[src/rtl/flasher_pkg.sv]
`timescale 1ns/1ps
// Shared types and helpers for the bound_flasher sharing arbiter.
package flasher_pkg;

  localparam int LED_W = 16;

  typedef enum logic [2:0] {
    ST_IDLE       = 3'd0,
    ST_FLICK      = 3'd1,
    ST_WAIT_START = 3'd2,
    ST_RUN        = 3'd3,
    ST_DONE       = 3'd4
  } arb_state_t;

  // Index of the set bit in a one-hot vector of up to 8 requesters.
  function automatic logic [2:0] onehot_to_idx(input logic [7:0] oh);
    logic [2:0] idx;
    idx = '0;
    for (int unsigned i = 0; i < 8; i++) begin
      if (oh[i]) idx = 3'(i);
    end
    return idx;
  endfunction

endpackage

[src/rtl/flasher_arbiter_rr.sv]
`timescale 1ns/1ps
// Combinational round-robin pick: first set request at or above ptr, with wrap.
module rr_arbiter #(
  parameter int N     = 4,
  parameter int PTR_W = $clog2(N)
) (
  input  logic [N-1:0]     req,
  input  logic [PTR_W-1:0] ptr,
  output logic [N-1:0]     gnt,
  output logic             valid
);

  logic [2*N-1:0] dbl;
  logic [N-1:0]   rot;
  logic [N-1:0]   first;
  logic [2*N-1:0] oh_dbl;
  logic           found;

  // Rotate so ptr sits at bit 0, take the lowest set bit, rotate back.
  always_comb begin
    dbl    = {req, req};
    rot    = N'(dbl >> ptr);
    first  = '0;
    found  = 1'b0;
    for (int unsigned k = 0; k < N; k++) begin
      if (!found && rot[k]) begin
        first[k] = 1'b1;
        found    = 1'b1;
      end
    end
    oh_dbl = {{N{1'b0}}, first} << ptr;
    gnt    = oh_dbl[N-1:0] | oh_dbl[2*N-1:N];
    valid  = found;
  end

endmodule

[src/rtl/flasher_arbiter.sv]
`timescale 1ns/1ps
// Shares one bound_flasher between N_REQ requesters: round-robin grant,
// registered flick pulse, LED-bus completion detection and timeouts.
module flasher_arbiter
  import flasher_pkg::*;
#(
  parameter int N_REQ     = 4,
  parameter int FLICK_W   = 2,
  parameter int QUIET_CYC = 4,
  parameter int START_TO  = 8,
  parameter int RUN_TO    = 512
) (
  input  logic             clk,
  input  logic             rst_n,
  input  logic [N_REQ-1:0] req,
  input  logic [15:0]      led,
  output logic             flick,
  output logic [N_REQ-1:0] gnt,
  output logic [N_REQ-1:0] done,
  output logic             err,
  output logic             busy
);

  localparam int PTR_W  = $clog2(N_REQ);
  localparam int CNT_W  = $clog2(RUN_TO + 1);
  localparam int ZCNT_W = $clog2(QUIET_CYC + 1);

  arb_state_t         state_q, state_d;
  logic               flick_q, flick_d;
  logic [N_REQ-1:0]   gnt_q, gnt_d;
  logic [N_REQ-1:0]   done_q, done_d;
  logic               err_q, err_d;
  logic               busy_q, busy_d;
  logic [PTR_W-1:0]   ptr_q, ptr_d;
  logic [CNT_W-1:0]   cnt_q, cnt_d;
  logic [ZCNT_W-1:0]  zcnt_q, zcnt_d;

  logic [N_REQ-1:0]   win_gnt;
  logic               win_valid;
  logic [CNT_W-1:0]   cnt_inc;
  logic [ZCNT_W-1:0]  zcnt_inc;
  logic [7:0]         gnt_ext;
  logic [2:0]         win_idx;
  logic [3:0]         win_nxt;
  logic [PTR_W-1:0]   ptr_next;
  logic               led_zero;

  rr_arbiter #(
    .N     (N_REQ),
    .PTR_W (PTR_W)
  ) u_rr (
    .req   (req),
    .ptr   (ptr_q),
    .gnt   (win_gnt),
    .valid (win_valid)
  );

  always_comb begin
    led_zero = (led[LED_W-1:0] == '0);
    cnt_inc  = (cnt_q == '1) ? cnt_q : cnt_q + 1'b1;
    zcnt_inc = (zcnt_q == '1) ? zcnt_q : zcnt_q + 1'b1;
    gnt_ext  = '0;
    gnt_ext[N_REQ-1:0] = gnt_q;
    win_idx  = onehot_to_idx(gnt_ext);
    win_nxt  = {1'b0, win_idx} + 4'd1;
    ptr_next = (win_nxt == 4'(N_REQ)) ? '0 : PTR_W'(win_nxt);
  end

  always_comb begin
    state_d = state_q;
    flick_d = flick_q;
    gnt_d   = gnt_q;
    done_d  = '0;
    err_d   = 1'b0;
    ptr_d   = ptr_q;
    cnt_d   = cnt_q;
    zcnt_d  = zcnt_q;

    case (state_q)
      ST_IDLE: begin
        if (win_valid) begin
          gnt_d   = win_gnt;
          flick_d = 1'b1;
          cnt_d   = '0;
          state_d = ST_FLICK;
        end
      end
      ST_FLICK: begin
        if (cnt_q >= CNT_W'(FLICK_W - 1)) begin
          flick_d = 1'b0;
          cnt_d   = '0;
          state_d = ST_WAIT_START;
        end else begin
          cnt_d = cnt_inc;
        end
      end
      ST_WAIT_START: begin
        if (!led_zero) begin
          cnt_d   = '0;
          zcnt_d  = '0;
          state_d = ST_RUN;
        end else begin
          cnt_d = cnt_inc;
          if (cnt_inc >= CNT_W'(START_TO)) begin
            err_d   = 1'b1;
            state_d = ST_DONE;
          end
        end
      end
      ST_RUN: begin
        cnt_d  = cnt_inc;
        zcnt_d = led_zero ? zcnt_inc : '0;
        // Only a full quiet window ends the run; the flasher's single
        // mid-cycle zero resets on the next nonzero sample.
        if (led_zero && zcnt_inc >= ZCNT_W'(QUIET_CYC)) begin
          done_d  = gnt_q;
          state_d = ST_DONE;
        end else if (cnt_inc >= CNT_W'(RUN_TO)) begin
          err_d   = 1'b1;
          state_d = ST_DONE;
        end
      end
      ST_DONE: begin
        gnt_d   = '0;
        ptr_d   = ptr_next;
        cnt_d   = '0;
        zcnt_d  = '0;
        state_d = ST_IDLE;
      end
      default: begin
        gnt_d   = '0;
        flick_d = 1'b0;
        state_d = ST_IDLE;
      end
    endcase

    busy_d = (state_d != ST_IDLE);
  end

  always_ff @(posedge clk or negedge rst_n) begin
    if (!rst_n) begin
      state_q <= ST_IDLE;
      flick_q <= 1'b0;
      gnt_q   <= '0;
      done_q  <= '0;
      err_q   <= 1'b0;
      busy_q  <= 1'b0;
      ptr_q   <= '0;
      cnt_q   <= '0;
      zcnt_q  <= '0;
    end else begin
      state_q <= state_d;
      flick_q <= flick_d;
      gnt_q   <= gnt_d;
      done_q  <= done_d;
      err_q   <= err_d;
      busy_q  <= busy_d;
      ptr_q   <= ptr_d;
      cnt_q   <= cnt_d;
      zcnt_q  <= zcnt_d;
    end
  end

  assign flick = flick_q;
  assign gnt   = gnt_q;
  assign done  = done_q;
  assign err   = err_q;
  assign busy  = busy_q;

endmodule

[config.mk]
export PLATFORM = sky130hd
export DESIGN_NAME = flasher_arbiter
export DESIGN_NICKNAME = d
export VERILOG_FILES = /design/src/rtl/flasher_pkg.sv /design/src/rtl/flasher_arbiter_rr.sv /design/src/rtl/flasher_arbiter.sv
export SDC_FILE = /design/constraint.sdc
export NUM_CORES = 1
export LEC_CHECK = 0
export ABC_AREA = 1
export ABC_CLOCK_PERIOD_IN_PS = 1530
export BUFFER_PORTS_ARGS = -buffer_cell sky130_fd_sc_hd__buf_2
export CAP_MARGIN = 10
export CORE_UTILIZATION = 51
export DETAILED_ROUTE_END_ITERATION = 16
export GPL_TIMING_DRIVEN = 0
export PLACE_DENSITY = 0.75
export SYNTH_ARGS = -nofsm -noshare
export SYNTH_HDL_FRONTEND = slang
export SYNTH_SLANG_ARGS = --single-unit
[constraint.sdc]
create_clock -name clk -period 1.53 [get_ports clk]
set_input_delay 0.153 -clock clk [delete_from_list [all_inputs] [get_ports clk]]
set_output_delay 0.153 -clock clk [all_outputs]
set_load 0.02 [all_outputs]
## Yosys cells after proc, flatten, opt, wreduce, memory -nomap -nowiden

Index checks and enable logic that the tools add are counted.

| word-level totals | value |
|---|---|
| input port bits | 22 |
| word-level logic and storage cells | 88 |
| flip-flop bits (word level) | 29 |
| output and inout bits | 11 |

| operators by class | value |
|---|---|
| bitwise logic cells | 3 |
| equality and inequality tests | 10 |
| add/subtract/negate cells | 3 |
| shift operators | 2 |
| muxes and demuxes | 39 |
| $lt $le $gt $ge | 4 |
| reduce and logical (&&, ||, !) cells | 18 |

Operators by type and width:

| kind | count |
|---|---|
| case mux 10 bit (5 select lines) | 1 |
| two-way mux 10 bit | 4 |
| two-way mux 3 bit | 10 |
| zero test 16 bit | 1 |
| two-way mux 1 bit | 14 |
| two-way mux 4 bit | 3 |
| case mux 3 bit (4 select lines) | 1 |
| adder 10 x 1 -> 10 bit, second input constant | 1 |
| == test 10 bit, second input constant | 1 |
| >= comparator 10 x 1 -> 1 bit, second input constant | 1 |
| >= comparator 10 bit, second input constant | 1 |
| >= comparator 10 x 4 -> 1 bit, second input constant | 1 |
| case mux 3 bit (3 select lines) | 1 |
| case mux 4 bit (2 select lines) | 1 |
| left shift 4 x 2 -> 8 bit | 1 |
| right shift 8 x 2 -> 4 bit | 1 |
| == test 3 x 2 -> 1 bit, second input constant | 2 |
| == test 3 bit, second input constant | 2 |
| AND reduction 2 bit | 3 |
| nonzero test 3 bit | 2 |
| OR reduction 3 bit | 2 |
| nonzero test 5 bit | 1 |
| adder 3 x 1 -> 4 bit, second input constant | 1 |
| == test 4 x 3 -> 1 bit, second input constant | 1 |
| other kinds (14) | 22 |

## Depth between registers and ports, before layout

Gate-level depths: netlist of the first run.

| depth | value |
|---|---|
| depth after elaboration | 15 |
| gate-level depth with buffers | 15 |
| mapped depth without buffers | 13 |

## By module

From an unflattened synthesis of the first run, not the netlist that was laid out.

| unflattened totals | value |
|---|---|
| cell total of the unflattened synthesis | 275 |
| area total of the unflattened synthesis | 1,991.9 µm² |

By module, submodules not included:

| module | cells an instance | instances | area an instance (µm²) | sequential area each (µm²) |
|---|---|---|---|---|
| flasher_arbiter | 220 | 1 | 1,654.1 | 725.7 |
| rr_arbiter | 55 | 1 | 337.8 | 0.0 |

## Least setup slack after synthesis of the first run

No wires, ideal clock.

| path | value |
|---|---|
| path type | reg-to-reg |
| start point | register cnt_q[0] |
| end point | register cnt_q[6] |
| required time | 1.456 ns |
| path buffers | 0 |
| cell stages (with the launch flop) | 11 |
| period minus slack after synthesis | 1.680 ns |
| slack | -0.150 ns |
| library setup time | 0.074 ns |
| data arrival time | 1.606 ns |
| path through | dfrtp_1 > inv_1 > ha_1 > inv_1 > nor3_1 > nand4_1 > nor2_1 > nor2_1 > o21ai_1 > o21ai_0 > o21ai_2 |

| on the way | value |
|---|---|
| cells in the longest elaborated chain, start to end | 4 |
| elaborated cells on any way between the ends | 7 |
| those cells by class | add/sub: 1; order compare: 1; eq/ne: 1; mux: 4 |

Ends and longest elaborated chain:

| item | line | RTL |
|---|---|---|
| start, declared | flasher_arbiter.sv:35 | `logic [CNT_W-1:0] cnt_q, cnt_d;` |
| start signal, assigned | flasher_arbiter.sv:159 | `cnt_q <= cnt_d;` |
| adder 10 x 1 -> 10 bit or == test 10 bit (tied branches) | flasher_arbiter.sv:60 | `cnt_inc = (cnt_q == '1) ? cnt_q : cnt_q + 1'b1;` |
| two-way mux 10 bit | flasher_arbiter.sv:60 |  |
| two-way mux 10 bit, on equally long branches | flasher_arbiter.sv:98, flasher_arbiter.sv:89 |  |
| case mux 10 bit (5 select lines) * | flasher_arbiter.sv:79 | `case (state_q)` |

Every way passes the cells marked *; elsewhere a longest branch is shown, timed or not.
A chain may end at the register's enable or synchronous reset.

## Worst setup path in the final report of the first run

| path | value |
|---|---|
| start point | register cnt_q[1] |
| end point | register busy_q, in the netlist busy |

| on the way | value |
|---|---|
| cells in the longest elaborated chain, start to end | 7 |
| elaborated cells on any way between the ends | 13 |
| those cells by class | add/sub: 1; order compare: 3; eq/ne: 1; mux: 7; reduce/logical: 1 |

Ends and longest elaborated chain:

| item | line | RTL |
|---|---|---|
| adder 10 x 1 -> 10 bit or == test 10 bit (tied branches) | flasher_arbiter.sv:60 |  |
| two-way mux 10 bit | flasher_arbiter.sv:60 |  |
| >= comparator 10 bit or >= comparator 10 x 4 -> 1 bit (tied branches) | flasher_arbiter.sv:118, flasher_arbiter.sv:104 |  |
| two-way mux 3 bit, on equally long branches | flasher_arbiter.sv:118, flasher_arbiter.sv:104 |  |
| two-way mux 3 bit, on equally long branches | flasher_arbiter.sv:115, flasher_arbiter.sv:98 |  |
| case mux 3 bit (4 select lines) * | flasher_arbiter.sv:79 |  |
| nonzero test 3 bit * | flasher_arbiter.sv:137 | `busy_d = (state_d != ST_IDLE);` |
| named net busy_d | flasher_arbiter.sv:33 | `logic busy_q, busy_d;` |
| end signal, assigned | flasher_arbiter.sv:157 | `busy_q <= busy_d;` |
| end, declared | flasher_arbiter.sv:33 |  |

Mark *: on every way through the listed nets, which the timed path passes. The rest lies on a longest branch.

==> results of run 1 <==
[power by group]
part           switching, mW  leakage, nW  internal [mW]
logic                   1.00         1.04          0.631
clock network          0.316       0.0574          0.529
registers              0.178        0.382          0.925
[metrics by stage]
| stage | total power [mW] | setup TNS [ns] | util [%] | worst slack (ns) |
|---|---|---|---|---|
| 3_5_place_dp | 2.30 | -4.77 | 58.6 | -0.351 |
| 2_1_floorplan | 1.97 | -0.248 | - | -0.0871 |
| 5_1_grt | 3.82 | -4.68 | 71.4 | -0.367 |
| 6_report | 3.58 | -2.53 | 71.4 | -0.248 |
| 4_1_cts | 3.26 | -2.55 | 65.9 | -0.243 |
| 3_3_place_gp | 2.26 | -4.09 | 58.6 | -0.314 |
[state kept, by name, indices dropped and copies added (netlist names), 2 cells and up]
signal   count
gnt          4
done         4
state_q      3
cnt_q       10
ptr_q        2
zcnt_q       3
[cells in the final DEF, fill, tap and decap left out, types with 2 or more instances in the layout]
| cell | count |
|---|---|
| sky130_fd_sc_hd__buf_2 | 32 |
| sky130_fd_sc_hd__buf_4 | 19 |
| sky130_fd_sc_hd__buf_6 | 3 |
| sky130_fd_sc_hd__clkbuf_8 | 6 |
| sky130_fd_sc_hd__dfrtp_1 | 26 |
| sky130_fd_sc_hd__dfrtp_2 | 3 |
| sky130_fd_sc_hd__ha_4 | 2 |
| sky130_fd_sc_hd__inv_1 | 26 |
| sky130_fd_sc_hd__inv_2 | 9 |
| sky130_fd_sc_hd__inv_4 | 4 |
| sky130_fd_sc_hd__inv_6 | 2 |
| sky130_fd_sc_hd__nand2_1 | 79 |
| sky130_fd_sc_hd__nand2_2 | 12 |
| sky130_fd_sc_hd__nand2_4 | 8 |
| sky130_fd_sc_hd__nand3_1 | 16 |
| sky130_fd_sc_hd__nand3_2 | 3 |
| sky130_fd_sc_hd__nand3_4 | 3 |
| sky130_fd_sc_hd__nand4_1 | 5 |
| sky130_fd_sc_hd__nor2_1 | 35 |
| sky130_fd_sc_hd__nor2_2 | 10 |
| sky130_fd_sc_hd__nor2_4 | 9 |
| sky130_fd_sc_hd__nor3_2 | 2 |
| sky130_fd_sc_hd__o211ai_1 | 4 |
| sky130_fd_sc_hd__o21ai_0 | 10 |
| sky130_fd_sc_hd__o21ai_1 | 14 |
| sky130_fd_sc_hd__o21ai_2 | 5 |
| sky130_fd_sc_hd__o21ai_4 | 3 |
[area by class of cell]
class,instances,area share (%)
Timing Repair Buffer,53,11.3
Tap cell,50,2.19
Clock buffer,6,2.89
Sequential cell,29,25.5
Multi-Input combinational cell,233,49.2
Inverter,42,6.22
Buffer,3,1.31
Clock inverter,2,1.31
[cell families after synthesis]
family,Yosys count
buffers and inverters,45
AOI/OAI and AO/OA,40
DFF,29
adders and majority gates,4
xor gates and xnor gates,3
and+or+nand+nor,186
[worst paths after layout]
check                         start       end  slack, ns
max                        cnt_q[1]      busy      -0.25
min                           rst_n  cnt_q[8]       0.43
max reg2reg                cnt_q[1]      busy      -0.25
min reg2reg                  gnt[0]   done[0]       0.50
max in group asynchronous     rst_n  cnt_q[0]       0.62
min in group clk            led[14]       err       0.48
[per-layer routing]
layer / GRT usage [%] / wire (um) / vias up
met3: 5.69 / 278 / 15
met4: 5.85 / 101 / 0
met2: 42.0 / 2620 / 69
met1: 31.0 / 2380 / 989
li1: - / - / 1092
met5: 0 / 0 / -
[what timing repair did]
action,4_1_cts,5_1_grt
pin swaps,9,26
gates cloned,0,0
hold buffers,1,0
gates resized for setup,24,49
setup buffers,10,10
hold endpoints to repair,29,0
setup endpoints to repair,23,22
==> flow_metrics.tcl, run 1 <==
set metrics [dict create \
    placement_rows 23 \
    final_net_count 393 \
    synth_mux_area_share_pct 0 \
    final_setup_violations 20 \
    floorplan.core_area_mm2 0.00400 \
    first_pass_grt_wire_length_um 8200 \
    place_area_mm2 0.00234 \
    global_route.usage.total_pct 24.5 \
    synth.lib_cells_used.distinct 31 \
    antenna_found_initial 0 \
    tritoncts.num_buffers 5 \
    finalWeightedCongestion 0.844 \
    final_max_slew_viol_count 0 \
    final_hold_violations 0 \
    wl_per_cell_um 12.9 \
    via_per_inst 5.18 \
    num_antenna_cells 0 \
    adder_and_majority_gate_portion_of_the_synthesized_area_pct 2.37 \
    setup_ws_ns -0.248 \
    critPathKind "reg -> reg" \
    synth_edf_count 0 \
    overflow 0 \
    synth_largest_area_cell "sky130_fd_sc_hd__dfrtp_1" \
    post-route-drc-count 0 \
    floorplan.die.width_um 66.4 \
    count_of_maximum_capacitance_violations 0 \
    drtPass1Iterations 4 \
    hold_slack_ns 0.429 \
    cp_max_fo 4 \
    floorplan.die_area_mm2 0.00440 \
    run_status "finished, violations left" \
    maxClockFrequency_mhz 563 \
    multi_input_area_mm2 0.00141 \
    timing.critical_path.slowest_cell_delay_ns 0.43 \
    synth.ff_latch_count 29 \
    timing.clock.skew_ns 0.00464 \
    share_of_the_synthesized_area_in_the_top_cell_type_pct 34.4 \
    yosysMostFrequentCell "sky130_fd_sc_hd__nand2_1" \
    clkSlewWorstSetupHoldPaths_ns 0.07 \
    totalWireLength_um 5380 \
    rsz0062_at_grt "true" \
    clk_path_buf_depth 2 \
    floorplan.initialDensity_pct 52.8 \
    layout.filler_cells 290 \
    hpwl_um 3480 \
    fraction_of_layout_cells_with_a_size_suffix_above_1_pct 39.1 \
    placed_cells 389 \
    buffers_added_on_ports 32 \
    worstPathArrival_ns 1.95 \
    via_count_of_the_first_global_routing_pass 1898 \
    synth_compound_area_share_pct 11.4 \
    critPathRequiredTime_ns 1.70 \
    layout_worst_path_cycle_share_pct 116 \
    timing.critical_path.cells "ha_4, nand2_4, nor2_4, nand2_4, nand2_2, nand2_2, nor2_2, nand2_2, nor2_4, nand2_2, a21oi_2, nand2_1" \
    ys_dominant_reg_cell "sky130_fd_sc_hd__dfrtp_1" \
    p_leak_nw 1.48 \
    routed_vias 2165 \
    crit_family "simple AND/OR/NAND/NOR gates" \
    synthToLayoutAreaGrowth_pct 35.3 \
    rr_worst_depth 12 \
    layout.area.seq_um2 729 \
    clk-insertion-delay-late_ns 0.29 \
    cp_num_buf_inv 0 \
    antenna_violating_nets_post_route 0 \
    netlist_instances 307 \
    h-tree-depth 2 \
    critical-path-slowest-cell "sky130_fd_sc_hd__dfrtp_1" \
    synth_simple_gate_area_share_pct 41.1 \
    largest_net_degree_at_the_start_of_global_routing 30 \
    synth-xor-area-share_pct 1.24 \
    initialDrtViolationCount 161 \
    critical_path_depth 12 \
    synth.yosys.seq_area_share_pct 34.4 \
    ios 33 \
    clockRootBuffer "sky130_fd_sc_hd__clkbuf_8" \
    hold_path_class "in -> async" \
    p_per_area_mw_per_mm2 1250 \
    die_span_in_y_um 66.4 \
    crit_path_end_kind "register" \
    yosys_warnings 0 \
    synth.cell_area_mm2 0.00211 \
    irDropWorstVdd_v 0.000857 \
    period_needed_ns 1.78 \
    clock-sinks 29 \
    violations "setup timing" \
    syn-mean-instance-area_um2 6.88 \
    yosys-top-cells-count "sky130_fd_sc_hd__nand2_1 (89), sky130_fd_sc_hd__nor2_1 (46), sky130_fd_sc_hd__inv_1 (30)" \
    synthArstFlopShare_pct 100 \
    syn-num-nets 333 \
    timing_worst_slew_pin_value_ns 0.657 \
    synth_top_family_by_area "simple AND/OR/NAND/NOR gates" \
    ys_top_cells_by_area "sky130_fd_sc_hd__dfrtp_1 (34%), sky130_fd_sc_hd__nand2_1 (16%), sky130_fd_sc_hd__nor2_1 (8.2%)" \
    stdcell_count 418 \
    final_design_area_no_fill_mm2 0.00286 \
    crit_path_frequent_cell "sky130_fd_sc_hd__nand2_2" \
    cp-start-kind "register" \
    relSlewSlack_pct 56.2 \
    cts_tree "yes" \
]
(Power assumes the default switching activity.)
==> inputs of run 2 (changes only) <==
REMOVE_ABC_BUFFERS = 1   (was default)
==> flow_metrics.tcl, run 2 (same netlist as run 1, synthesis figures left out) <==
set metrics [dict create \
    crit_path_end_kind "register" \
    hold_slack_ns 0.420 \
    clk-insertion-delay-late_ns 0.29 \
    via_per_inst 5.16 \
    run_status "finished, violations left" \
    via_count_of_the_first_global_routing_pass 1892 \
    antenna_found_initial 0 \
    routed_vias 2152 \
    irDropWorstVdd_v 0.000818 \
    post-route-drc-count 0 \
    tritoncts.num_buffers 5 \
    cts_tree "yes" \
    initialDrtViolationCount 114 \
    crit_path_frequent_cell "sky130_fd_sc_hd__nand2_4" \
    layout.filler_cells 320 \
    clk_path_buf_depth 2 \
    drtPass1Iterations 4 \
    relSlewSlack_pct 56.1 \
    maxClockFrequency_mhz 573 \
    violations "setup timing" \
    finalWeightedCongestion 0.872 \
    rsz0062_at_grt "true" \
    critical-path-slowest-cell "sky130_fd_sc_hd__dfrtp_2" \
    antenna_violating_nets_post_route 0 \
    final_hold_violations 0 \
    worstPathArrival_ns 1.91 \
    global_route.usage.total_pct 23.9 \
    critPathRequiredTime_ns 1.70 \
    clkSlewWorstSetupHoldPaths_ns 0.07 \
    final_design_area_no_fill_mm2 0.00278 \
    critPathKind "reg -> reg" \
    final_max_slew_viol_count 0 \
    place_area_mm2 0.00230 \
    die_span_in_y_um 66.4 \
    floorplan.die_area_mm2 0.00440 \
    ios 33 \
    h-tree-depth 2 \
    largest_net_degree_at_the_start_of_global_routing 30 \
    final_setup_violations 19 \
    placement_rows 23 \
    regMostFlops "cnt_q" \
    first_pass_grt_wire_length_um 7900 \
    period_needed_ns 1.74 \
    clock-sinks 29 \
    timing.critical_path.slowest_cell_delay_ns 0.46 \
    power_mw 3.45 \
    layout.area.seq_um2 736 \
    cp-start-kind "register" \
    multi_input_area_mm2 0.00136 \
    number_of_flip_flops_under_the_largest_register_name 10 \
    p_per_area_mw_per_mm2 1240 \
    totalWireLength_um 5220 \
    count_of_maximum_capacitance_violations 0 \
    clockRootBuffer "sky130_fd_sc_hd__clkbuf_8" \
    p_leak_nw 1.44 \
    timing.critical_path.cells "ha_4, nand2_4, nor2_4, nand2_4, nor2_8, inv_4, nand3b_1, nor2_2, nand2_2, a21oi_2, nand2_1" \
    wl_per_cell_um 12.5 \
    floorplan.core_area_mm2 0.00400 \
    timing.clock.skew_ns 0.0135 \
    final_net_count 392 \
    floorplan.die.width_um 66.4 \
    overflow 0 \
    dp_worst_setup_slack_ns -0.609 \
    fraction_of_layout_cells_with_a_size_suffix_above_1_pct 39.5 \
    synthToLayoutAreaGrowth_pct 31.8 \
    hold_path_class "in -> async" \
    hpwl_um 3420 \
    layout_utilization_pct 69.6 \
    cp_max_fo 5 \
    most_common_cell_after_layout_fill_and_taps_aside "sky130_fd_sc_hd__nand2_1" \
    buffers_added_on_ports 32 \
    floorplan.initialDensity_pct 52.8 \
    layout.cells.most_common_list "sky130_fd_sc_hd__nand2_1 (79), sky130_fd_sc_hd__nor2_1 (37), sky130_fd_sc_hd__buf_2 (32), sky130_fd_sc_hd__inv_1 (27), sky130_fd_sc_hd__buf_4 (22)" \
    timing_worst_slew_pin_value_ns 0.658 \
    layout_worst_path_cycle_share_pct 114 \
    setup_ws_ns -0.215 \
    num_antenna_cells 0 \
]
[run 2: cell types whose count changed in the layout (fill, tap and decap cells not counted), moves of 2 or more]
cell                      delta
sky130_fd_sc_hd__nor2_1      +2
sky130_fd_sc_hd__ha_1        +2
sky130_fd_sc_hd__dfrtp_2     +5
sky130_fd_sc_hd__o21ai_2     +2
sky130_fd_sc_hd__nand2_2     +4
sky130_fd_sc_hd__dfrtp_1     -5
sky130_fd_sc_hd__buf_6       -3
sky130_fd_sc_hd__inv_4       -2
sky130_fd_sc_hd__buf_4       +3
sky130_fd_sc_hd__nor2_4      -3
sky130_fd_sc_hd__nand2_4     -4
[run 2: worst paths after layout]
kind	start	to	slack [ns]	cells past startpoint
min reg2reg	gnt[0]	gnt[0]	0.52	2
max reg2reg	cnt_q[0]	busy	-0.21	11
max	cnt_q[0]	busy	-0.21	11
min	rst_n	cnt_q[6]	0.42	2
min in group clk	led[14]	err	0.45	8
max in group asynchronous	rst_n	cnt_q[2]	0.62	2
[run 2: cell type report]
cell class,count,share of cell area [%]
clock inverter,1,1.08
tap,50,2.25
inverter,42,6.38
sequential,29,26.4
clock buffer,7,3.10
multi-input combinational,233,48.7
timing repair buffer,55,12.0
[run 2: metal layers]
metal / part of all wire [%] / global-route usage, % / wire length, um / vias up
met5: 0 / 0 / 0 / -
met4: 1.7 / 10.6 / 88 / 0
met3: 3.6 / 4.83 / 190 / 9
met2: 49 / 39.4 / 2580 / 45
met1: 45 / 29.9 / 2360 / 1009
li1: - / - / - / 1089
[run 2: critical path: cells and delay by family, from the launching register on]
kind	cells	cell delay, ns
buffers and inverters	1	0.08
adders and majority gates	1	0.19
and+or+nand+nor	8	0.73
DFF	1	0.46
AOI/OAI and AO/OA	1	0.16
[run 2: repair_timing]
action                     4_1_cts  5_1_grt
hold buffers                     1        0
pin swaps                        7       11
setup buffers                   17        5
setup endpoints to repair       22       23
hold endpoints to repair        29        0
resized for setup               32       38
[run 2: power breakdown]
group	leakage, nW	switching (mW)	internal, mW	total, mW
clock network	0.0585	0.297	0.530	0.828
registers	0.374	0.180	0.930	1.11
logic	1.01	0.976	0.539	1.52
[run 2: stage by stage]
| stage | std cells | TNS [ns] |
|---|---|---|
| 2_1_floorplan | 304 | -0.883 |
| 3_3_place_gp | 386 | -6.69 |
| 3_5_place_dp | 386 | -7.24 |
| 4_1_cts | 412 | -2.26 |
| 5_1_grt | 417 | -4.84 |
| 6_report | 417 | -2.45 |
==> inputs of run 3 (changes only) <==
SKIP_CTS_REPAIR_TIMING = 1   (was default)
==> flow_metrics.tcl, run 3 (same netlist as run 1, synthesis figures left out) <==
set metrics [dict create \
    most_common_cell_after_layout_fill_and_taps_aside "sky130_fd_sc_hd__nand2_1" \
    largest_net_degree_at_the_start_of_global_routing 30 \
    power.clock.fraction_pct 23.3 \
    floorplan.initialDensity_pct 52.8 \
    placement_rows 23 \
    rsz0062_at_grt "true" \
    regMostFlops "cnt_q" \
    final_max_slew_viol_count 0 \
    overflow 0 \
    irDropWorstVdd_v 0.000848 \
    via_per_inst 5.20 \
    dp_worst_setup_slack_ns -0.609 \
    hpwl_um 3420 \
    layout_worst_path_cycle_share_pct 120 \
    post-route-drc-count 0 \
    layout_utilization_pct 71.2 \
    totalWireLength_um 5210 \
    h-tree-depth 2 \
    cp_max_fo 6 \
    violations "setup timing" \
    critPathKind "reg -> reg" \
    layout.cells.most_common_list "sky130_fd_sc_hd__nand2_1 (73), sky130_fd_sc_hd__nor2_1 (36), sky130_fd_sc_hd__buf_2 (32), sky130_fd_sc_hd__inv_1 (27), sky130_fd_sc_hd__dfrtp_1 (25)" \
    final_setup_violations 21 \
    initialDrtViolationCount 114 \
    buffers_added_on_ports 32 \
    finalWeightedCongestion 0.872 \
    die_span_in_y_um 66.4 \
    antenna_found_initial 0 \
    fraction_of_layout_cells_with_a_size_suffix_above_1_pct 39.3 \
    worstPathArrival_ns 2.01 \
    floorplan.die.width_um 66.4 \
    ios 33 \
    relSlewSlack_pct 55.7 \
    p_sw_mw 1.48 \
    clock-sinks 29 \
    via_count_of_the_first_global_routing_pass 1786 \
    final_hold_violations 0 \
    num_antenna_cells 0 \
    place_area_mm2 0.00230 \
    cts_tree "yes" \
    combPwrFrac_pct 45.2 \
    final_design_area_no_fill_mm2 0.00285 \
    routed_vias 2139 \
    cp-start-kind "register" \
    maxClockFrequency_mhz 543 \
    setup_ws_ns -0.313 \
    floorplan.die_area_mm2 0.00440 \
    seq_power_share_pct 31.5 \
    final.setup.tns_ns -3.34 \
    synthToLayoutAreaGrowth_pct 34.8 \
    tritoncts.num_buffers 5 \
    critPathRequiredTime_ns 1.69 \
    timing.clock.skew_ns 0.0165 \
    antenna_violating_nets_post_route 0 \
    rrSetupSlack_ns -0.31 \
    crit_path_end_kind "register" \
    clockRootBuffer "sky130_fd_sc_hd__clkbuf_8" \
    stdcell_count 411 \
    global_route.usage.total_pct 22.5 \
    power_switching_share_pct 41.7 \
    clk-insertion-delay-late_ns 0.29 \
    floorplan.core_area_mm2 0.00400 \
    p_leak_nw 1.44 \
    clkSlewWorstSetupHoldPaths_ns 0.07 \
    hold_slack_ns 0.420 \
    number_of_flip_flops_under_the_largest_register_name 10 \
    run_status "finished, violations left" \
    drtPass1Iterations 4 \
    period_needed_ns 1.84 \
    first_pass_grt_wire_length_um 7450 \
    p_per_area_mw_per_mm2 1250 \
    placed_cells 386 \
    clk_path_buf_depth 2 \
    hold_path_class "in -> async" \
    wl_per_cell_um 12.7 \
    timing_worst_slew_pin_value_ns 0.665 \
    final_net_count 386 \
    internal_power_mw 2.07 \
    count_of_maximum_capacitance_violations 0 \
    power_mw 3.55 \
]
run 3: power groups by stage:
stage | Clock [mW] | Sequential, mW | Combinational (mW)
floorplan | 0 | 1.15 | 0.811
global placement | 0 | 1.09 | 1.17
detailed placement | 0 | 1.09 | 1.19
CTS | 0.839 | 1.08 | 1.20
global route | 0.873 | 1.13 | 1.80
finish | 0.828 | 1.12 | 1.61
run 3: worst paths after layout:
check | to | cells past startpoint | start
worst max-delay path | busy | 12 | cnt_q[0]
worst min-delay path | cnt_q[6] | 2 | rst_n
worst max register to register | busy | 12 | cnt_q[0]
worst min register to register | gnt[0] | 2 | gnt[0]
max in group asynchronous | cnt_q[1] | 2 | rst_n
min in group clk | flick | 7 | req[2]
run 3: final cells by class:
cell class                      instances  area, um^2
Clock buffer                            7        86.3
Inverter                               42         188
Fill cell                             297        1150
Multi-Input combinational cell        233        1440
Tap cell                               50        62.6
Timing Repair Buffer                   49         307
Sequential cell                        29         731
Clock inverter                          1        30.0
run 3: routing by layer:
layer	track usage [%]	up-vias	share of wire, %
met5	0	-	0
met2	36.7	58	48
met3	4.83	11	5.0
li1	-	1076	-
met1	28.6	994	44
met4	9.31	0	2.1
run 3: critical path, cell delays in order (launching register included):
cell and delay, ns:
sky130_fd_sc_hd__dfrtp_2 0.46, sky130_fd_sc_hd__ha_4 0.17, sky130_fd_sc_hd__nand2_4 0.06, sky130_fd_sc_hd__nor2_4 0.16, sky130_fd_sc_hd__nand2_4 0.09, sky130_fd_sc_hd__nand2_2 0.07, sky130_fd_sc_hd__nand2_2 0.06, sky130_fd_sc_hd__nor2_2 0.09
sky130_fd_sc_hd__nand2_1 0.07, sky130_fd_sc_hd__nor2_2 0.15, sky130_fd_sc_hd__nand2_2 0.08, sky130_fd_sc_hd__a21oi_2 0.17, sky130_fd_sc_hd__nand2_1 0.08
